<file path="config.mk">
export PLATFORM = sky130hd
export DESIGN_NAME = matrix_image_loader
export DESIGN_NICKNAME = d
export VERILOG_FILES = /design/src/rtl/matrix_image_loader.sv
export SDC_FILE = /design/constraint.sdc
export NUM_CORES = 2
export LEC_CHECK = 0
export ABC_AREA = 1
export BUFFER_PORTS_ARGS = -buffer_cell sky130_fd_sc_hd__buf_2
export CAP_MARGIN = 10
export CORE_MARGIN = 3
export CORE_UTILIZATION = 45
export CTS_CLUSTER_DIAMETER = 80
export DETAILED_ROUTE_END_ITERATION = 12
export GPL_ROUTABILITY_DRIVEN = 0
export GPL_TIMING_DRIVEN = 0
export PLACE_DENSITY_LB_ADDON = 0.05
export REMOVE_ABC_BUFFERS = 1
export SETUP_SLACK_MARGIN = 0.2
export SYNTH_ARGS = -nofsm -noshare
export SYNTH_HDL_FRONTEND = slang
export SYNTH_SLANG_ARGS = --single-unit
</file>
<file path="constraint.sdc">
create_clock -name clk -period 17 [get_ports clk]
set_input_delay 3.4 -clock clk [delete_from_list [all_inputs] [get_ports clk]]
set_output_delay 3.4 -clock clk [all_outputs]
set_load 0.02 [all_outputs]
</file>
<file path="src/rtl/matrix_image_loader.sv">
// Stream-to-SRAM loader for the attention engine: writes the input and
// weight images with size headers, then launches the engine and waits.
module matrix_image_loader #(
  parameter int ADDR_W = 16,
  parameter int DATA_W = 32
) (
  input  logic              clk,
  input  logic              reset,
  input  logic              start,
  output logic              busy,
  input  logic              s_valid,
  output logic              s_ready,
  input  logic [DATA_W-1:0] s_data,
  output logic              input_we,
  output logic [ADDR_W-1:0] input_waddr,
  output logic [DATA_W-1:0] input_wdata,
  output logic              weight_we,
  output logic [ADDR_W-1:0] weight_waddr,
  output logic [DATA_W-1:0] weight_wdata,
  output logic              dut_valid,
  input  logic              dut_ready,
  output logic              done,
  output logic              err
);

  typedef enum logic [3:0] {
    IDLE, A_HDR, A_CHK, A_DATA,
    W_HDR, W_CHK, W_DATA,
    LAUNCH, WAIT_DONE
  } state_t;

  state_t state;

  logic [15:0] rows_a, cols_a;
  logic [15:0] rows_w, cols_w;
  logic [ADDR_W-1:0] k, k_last;
  logic [31:0] n_a, n_w;
  logic [34:0] lim, n_a1, n_w31;
  logic acc, bad_a, bad_w;

  assign acc   = s_valid && s_ready;
  assign n_a   = 32'(rows_a) * 32'(cols_a);
  assign n_w   = 32'(rows_w) * 32'(cols_w);
  assign lim   = 35'd1 << ADDR_W;
  assign n_a1  = 35'(n_a) + 35'd1;
  assign n_w31 = 35'(n_w) * 35'd3 + 35'd1;

  assign bad_a = (rows_a == 16'd0) || (cols_a == 16'd0)
              || (n_a1 > lim);
  assign bad_w = (rows_w != cols_a) || (cols_w == 16'd0)
              || (n_w31 > lim);

  // done/err are held one cycle in the reporting state, so the
  // loader only reaches IDLE after the pulse has been seen
  always_ff @(posedge clk) begin
    if (reset) begin
      state        <= IDLE;
      busy         <= 1'b0;
      s_ready      <= 1'b0;
      input_we     <= 1'b0;
      input_waddr  <= '0;
      input_wdata  <= '0;
      weight_we    <= 1'b0;
      weight_waddr <= '0;
      weight_wdata <= '0;
      dut_valid    <= 1'b0;
      done         <= 1'b0;
      err          <= 1'b0;
      rows_a       <= '0;
      cols_a       <= '0;
      rows_w       <= '0;
      cols_w       <= '0;
      k            <= '0;
      k_last       <= '0;
    end else begin
      input_we  <= 1'b0;
      weight_we <= 1'b0;
      unique case (state)
        IDLE: begin
          if (start) begin
            busy    <= 1'b1;
            s_ready <= 1'b1;
            state   <= A_HDR;
          end
        end
        A_HDR: begin
          if (acc) begin
            rows_a      <= s_data[31:16];
            cols_a      <= s_data[15:0];
            input_we    <= 1'b1;
            input_waddr <= '0;
            input_wdata <= s_data;
            s_ready     <= 1'b0;
            state       <= A_CHK;
          end
        end
        A_CHK: begin
          if (err) begin
            err   <= 1'b0;
            busy  <= 1'b0;
            state <= IDLE;
          end else if (bad_a) begin
            err <= 1'b1;
          end else begin
            k       <= '0;
            k_last  <= ADDR_W'(n_a - 32'd1);
            s_ready <= 1'b1;
            state   <= A_DATA;
          end
        end
        A_DATA: begin
          if (acc) begin
            input_we    <= 1'b1;
            input_waddr <= k + ADDR_W'(1);
            input_wdata <= s_data;
            k           <= k + ADDR_W'(1);
            if (k == k_last) begin
              k     <= '0;
              state <= W_HDR;
            end
          end
        end
        W_HDR: begin
          if (acc) begin
            rows_w       <= s_data[31:16];
            cols_w       <= s_data[15:0];
            weight_we    <= 1'b1;
            weight_waddr <= '0;
            weight_wdata <= s_data;
            s_ready      <= 1'b0;
            state        <= W_CHK;
          end
        end
        W_CHK: begin
          if (err) begin
            err   <= 1'b0;
            busy  <= 1'b0;
            state <= IDLE;
          end else if (bad_w) begin
            err <= 1'b1;
          end else begin
            k       <= '0;
            k_last  <= ADDR_W'(n_w31 - 35'd2);
            s_ready <= 1'b1;
            state   <= W_DATA;
          end
        end
        W_DATA: begin
          if (acc) begin
            weight_we    <= 1'b1;
            weight_waddr <= k + ADDR_W'(1);
            weight_wdata <= s_data;
            k            <= k + ADDR_W'(1);
            if (k == k_last) begin
              s_ready <= 1'b0;
              state   <= LAUNCH;
            end
          end
        end
        LAUNCH: begin
          if (!dut_valid) begin
            dut_valid <= 1'b1;
          end else if (!dut_ready) begin
            dut_valid <= 1'b0;
            state     <= WAIT_DONE;
          end
        end
        WAIT_DONE: begin
          if (done) begin
            done  <= 1'b0;
            busy  <= 1'b0;
            state <= IDLE;
          end else if (dut_ready) begin
            done <= 1'b1;
          end
        end
        default: state <= IDLE;
      endcase
    end
  end

endmodule

</file>
### Word level (Yosys, flattened, before mapping)

Cells that the tools add are included.

| operators by class | value |
|---|---|
| order comparisons | 2 |
| mux-type cells | 52 |
| reductions and logical operators | 32 |
| $mul | 3 |
| add/sub/neg operators | 5 |
| bitwise gates (word level) | 2 |
| eq/ne operators | 28 |

Operator list:

| cell | count |
|---|---|
| 2-to-1 mux 16 bit | 12 |
| case mux 16 bit (2 select lines) | 3 |
| multiplier 16 x 16 -> 32 bit | 2 |
| case mux 16 bit (4 select lines) | 1 |
| 2-to-1 mux 4 bit | 14 |
| zero test 16 bit | 3 |
| case mux 4 bit (9 select lines) | 1 |
| adder 34 x 1 -> 35 bit, second input constant | 1 |
| > comparator 35 x 17 -> 1 bit, second input constant | 1 |
| multiplier 32 x 2 -> 34 bit, second input constant | 1 |
| adder 32 x 1 -> 33 bit, second input constant | 1 |
| > comparator 33 x 17 -> 1 bit, second input constant | 1 |
| != test 2 bit, second input constant | 14 |
| 2-to-1 mux 1 bit | 18 |
| adder 16 x 1 -> 16 bit, second input constant | 1 |
| == test 16 bit | 1 |
| == test 4 x 3 -> 1 bit, second input constant | 4 |
| != test 16 bit | 1 |
| subtractor 16 x 1 -> 16 bit, second input constant | 1 |
| subtractor 16 x 2 -> 16 bit, second input constant | 1 |
| AND reduction 12 bit | 1 |
| OR reduction 2 bit | 6 |
| AND reduction 9 bit | 1 |
| == test 4 x 2 -> 1 bit, second input constant | 2 |
| 20 further kinds | 32 |

| word-level totals | value |
|---|---|
| register bits after elaboration | 203 |
| input bits | 37 |
| output and inout bits | 103 |

### Longest topological paths before layout

| logic depth | value |
|---|---|
| depth after elaboration | 8 |
| gate-level depth with buffers | 48 |

### Worst setup path before layout

No wires, ideal clock.

| path | value |
|---|---|
| path type | reg-to-reg |
| from | reg rows_w[10] |
| to | reg k[10] |
| arrival | 8.154 ns |
| data required time | 16.890 ns |
| path buffers | 3 |
| period minus slack after synthesis | 8.264 ns |
| path slack | 8.736 ns |
| cell stages (with the launch flop) | 42 |
| cells stage by stage | dfxtp_1 clkbuf_1 clkbuf_1 nand2_1 fa_1 fa_1 inv_1 fa_1 inv_1 fa_1 inv_1 fa_1 fa_1 ha_1 a21oi_1 a21boi_0 o21ai_0 a21boi_0 [6 not listed] ha_1 nand2_1 inv_1 nand2_1 o211ai_1 a21oi_1 nand2_1 nand2_1 nand2_1 a21oi_1 nand2_1 nor3_1 nand3_2 nand2_1 buf_2 nand4_1 nand2_1 nor2_1 |

| between the ends | value |
|---|---|
| longest elaborated chain between the ends | 7 |
| elaborated cells on any way between the ends | 9 |
| those cells by class | add/sub (1); mul (2); order compare (1); eq/ne (2); reduce/logical (3) |

Ends and longest elaborated chain:

| item | RTL line | RTL |
|---|---|---|
| start: declaration | 35 | `logic [15:0] rows_w, cols_w;` |
| start signal: assignment | 125 | `rows_w <= s_data[31:16];` |
| multiplier 16 x 16 -> 32 bit | 43 | `assign n_w = 32'(rows_w) * 32'(cols_w);` |
| multiplier 32 x 2 -> 34 bit | 46 | `assign n_w31 = 35'(n_w) * 35'd3 + 35'd1;` |
| adder 34 x 1 -> 35 bit | 46 |  |
| > comparator 35 x 17 -> 1 bit | 51 | `\|\| (n_w31 > lim);` |
| logical OR 1 bit * | 51 |  |
| != test 2 bit (no line) * | - |  |
| AND reduction 7 bit (no line) * | - |  |
| end signal: assignment | 116 | `k <= k + ADDR_W'(1);` |
| end signal: assignment | 153 | `k <= k + ADDR_W'(1);` |
| end: declaration | 36 | `logic [ADDR_W-1:0] k, k_last;` |

Mark *: on every way between the ends. The rest lies on a longest branch, timed or not.
A chain may end at the register's enable or synchronous reset.

### Worst setup path in the final report

| path | value |
|---|---|
| from | reg cols_w[1] |
| to | reg k[2] |

| between the ends | value |
|---|---|
| longest elaborated chain between the ends | 7 |
| elaborated cells on any way between the ends | 9 |
| those cells by class | add/sub (1); mul (2); order compare (1); eq/ne (1); reduce/logical (4) |

Ends and longest elaborated chain:

| item | RTL line | RTL |
|---|---|---|
| start: declaration | 35 |  |
| start signal: assignment | 126 | `cols_w <= s_data[15:0];` |
| multiplier 16 x 16 -> 32 bit | 43 |  |
| multiplier 32 x 2 -> 34 bit | 46 |  |
| adder 34 x 1 -> 35 bit | 46 |  |
| > comparator 35 x 17 -> 1 bit | 51 |  |
| logical OR 1 bit * | 51 |  |
| != test 2 bit (no line) * | - |  |
| AND reduction 7 bit (no line) * | - |  |

Marked as above.

==> qor.yml <==
synthDistinctLibCells: 50
synthFlopType: "dfxtp_1"
cts_sinks: 203
clock_skew_ns: 0.02198
hp-start: "input_wdata[29]$_SDFFE_PP0P_"
synth-xor-area-share_pct: 2.346
tightestPinTransition_ns: 1.168
synth_edf_count: 0
grt_pass1_vias: 26130
post_drt_wl_per_cell_um: 16.29
setup_viol: 0
num_rows: 94
htreeDepth: 1
yosysWarningCount: 0
viasPerCell: 5.031
cts.path.max_buffers: 3
final-max-slew-violation-count: 0
synthesis.area_um2: 30240
start_kind: "flip-flop"
powerDensity_nw_per_um2: 54.48
area_delta_synth_final_pct: 7.424
drv_cap: 0
cts_made_buffers: 26
dieHeight_um: 265.2
cp-startpoint: "cols_w[1]$_SDFFE_PP0P_"
ir_drop_v: 0.00008439
io_buffers: 139
via_count: 26680
clk_latency_ns: 0.56
nFillCells: 6861
post-route-min-period_ns: 10.29
ant_nets: 0
slowest_stage: "dfxtp_1"
core_um2: 66220
hold_violations: 0
nets: 5089
relSlewSlack_pct: 22.02
cts_root_buf: "clkbuf_16"
crit_type: "flip-flop to flip-flop"
drive_above_1_share_pct: 5.860
firstDrtPassIters: 5
fp.dieW_um: 265.2
synth_mux_area_share_pct: 0
antenna_found_initial: 0
drc: 0
synthArstFlopShare_pct: 0
cp.required_ns: 17.49
synth_seq_cells: 203
start_util_pct: 45.66
cp.arrival_ns: 10.78
grt_pass1_wl_mm: 141.9
setup_tns_ns: 0
status: "complete, no violations"
initialDrtViolationCount: 1624
placed_cell_area_um2: 31490
grt_max_degree: 104
ioPinCount: 140
fin_area_um2: 32480
synthSimpleGateAreaFrac_pct: 26.74
tritoncts: "yes"
path_max_fanout: 19
synth_compound_area_share_pct: 6.762
synth_top_family_by_area: "adder cells"
path_common_cell: "nand2_1"
slowest_delay_ns: 1.00
synthAdderAreaFrac_pct: 35.91
synthCells: 4428
wl_mm: 86.38
path_clk_slew_ns: 0.07
min_path_type: "flip-flop to flip-flop"
synth-seq-area-share_pct: 13.44
period_share_pct: 60.53
endpoint_kind: "flip-flop"
r2r-start: "cols_w[1]$_SDFFE_PP0P_"
dieArea_um2: 70340
holdBufCountCts: 0
holdWs_ns: 0.4567
track_usage_pct: 25.01
grt-ovfl-total: 0
fmaxAchievable_mhz: 97.18
hpwl_mm: 67.64
post_cts_buffers: 0
power_leakage_nw: 18.38
syn_area_per_cell_um2: 6.828
ctsResizeCount: 0
rsz0062_at_grt: "false"
-- final cells by class --
cell class	instances	area, µm²	share of cell area, %
diodes	1	2.502	0.007704
well taps	864	1081	3.328
repair buffers	152	912.1	2.808
multi-input cells	3042	21720	66.86
inverters	992	3725	11.47
clock inverters	15	271.5	0.8359
flip-flops and latches	203	4064	12.51
clock buffers	33	706.9	2.177
-- worst max-delay path: cells and delay by family (launching register included) --
kind | cells | cell delay (ns)
fa+ha+maj | 8 | 3.85
xor+xnor | 1 | 0.24
flops | 1 | 1.00
simple gates | 13 | 2.37
compound gates | 11 | 2.36
buf+inv | 6 | 0.37
-- worst paths after layout --
kind / to / slack, ns / depth (start not counted)
setup / recovery: k[2]$_SDFFE_PP0P_ / 6.71 / 39
hold / removal: input_wdata[29]$_SDFFE_PP0P_ / 0.46 / 2
setup reg to reg: k[2]$_SDFFE_PP0P_ / 6.71 / 39
hold reg to reg: input_wdata[29]$_SDFFE_PP0P_ / 0.46 / 2
-- stage by stage --
step	utilization (%)	std cells	setup slack, ns	power (mW)
finish	49.05	5302	6.709	1.769
global route	49.05	5301	6.025	1.872
CTS	49.04	5300	6.688	1.780
detailed placement	47.56	5252	6.768	1.145
global placement	47.21	5240	4.628	1.138
floorplan	-	4237	8.845	0.9416
-- layout by cell type, fill, tap and decap left out, types with 5 or more instances in the layout --
cell type and count:
xor2_1 49, xnor2_1 32, o211ai_1 7, nor4_1 22, nor3_1 68, ha_1 247, a31oi_1 13, a221oi_1 32
nand3_2 7, fa_1 388, dfxtp_1 203, nand3_1 133, buf_6 5, nand2_2 18, a22oi_1 5, nand2_1 1270
and2_1 8, buf_2 138, o21a_1 6, o21bai_1 8, nand4_1 60, bufinv_16 6, clkbuf_16 26, o21ai_0 85
nor2_1 360, a21oi_1 174, inv_2 13, inv_1 978, nor2_2 11
-- cell families after synthesis --
group,after synthesis
and+or+nand+nor,1972
buffers and inverters,1183
adders and majority gates,635
AOI/OAI and AO/OA,354
DFF,203
xor gates and xnor gates,81
-- Yosys cell counts (6+ instances only) --
master / n / area (µm²)
inv_1: 981 / 3682
buf_1: 21 / 78.83
a21oi_1: 174 / 870.8
nand3_1: 133 / 665.6
ha_1: 247 / 3090
nor4_1: 22 / 137.6
and2_1: 8 / 50.05
nand2_1: 1270 / 4767
o211ai_1: 7 / 52.55
nand4_1: 60 / 375.4
o21ai_0: 85 / 425.4
xor2_1: 49 / 429.2
xnor2_1: 32 / 280.3
a221oi_1: 32 / 280.3
nand3_2: 7 / 70.07
inv_2: 10 / 37.54
clkbuf_1: 160 / 600.6
o21a_1: 6 / 45.04
nor2_2: 10 / 62.56
nor3_1: 69 / 345.3
nand2_2: 18 / 112.6
dfxtp_1: 203 / 4064
fa_1: 388 / 7767
a31oi_1: 13 / 81.33
nor2_1: 362 / 1359
o21bai_1: 8 / 60.06
-- report_power, final --
group	switching (mW)	leakage, nW	internal [mW]
clock network	0.241	0.469	0.390
registers	0.114	1.64	0.527
logic	0.333	16.3	0.165
-- metal layers --
metal	GRT usage [%]	wire length, µm
met1	37.01	41980
met2	39.91	37870
met3	3.025	5062
met4	4.217	1475
met5	0	0
-- state kept, by name (all words and copies together), names as in the netlist, 4 cells and up --
register	cells
state	4
rows_a	16
cols_w	16
k_last	16
input_waddr	16
input_wdata	32
k	16
weight_waddr	16
rows_w	16
weight_wdata	32
cols_a	16
No activity file was read; power rests on OpenSTA's default activity.
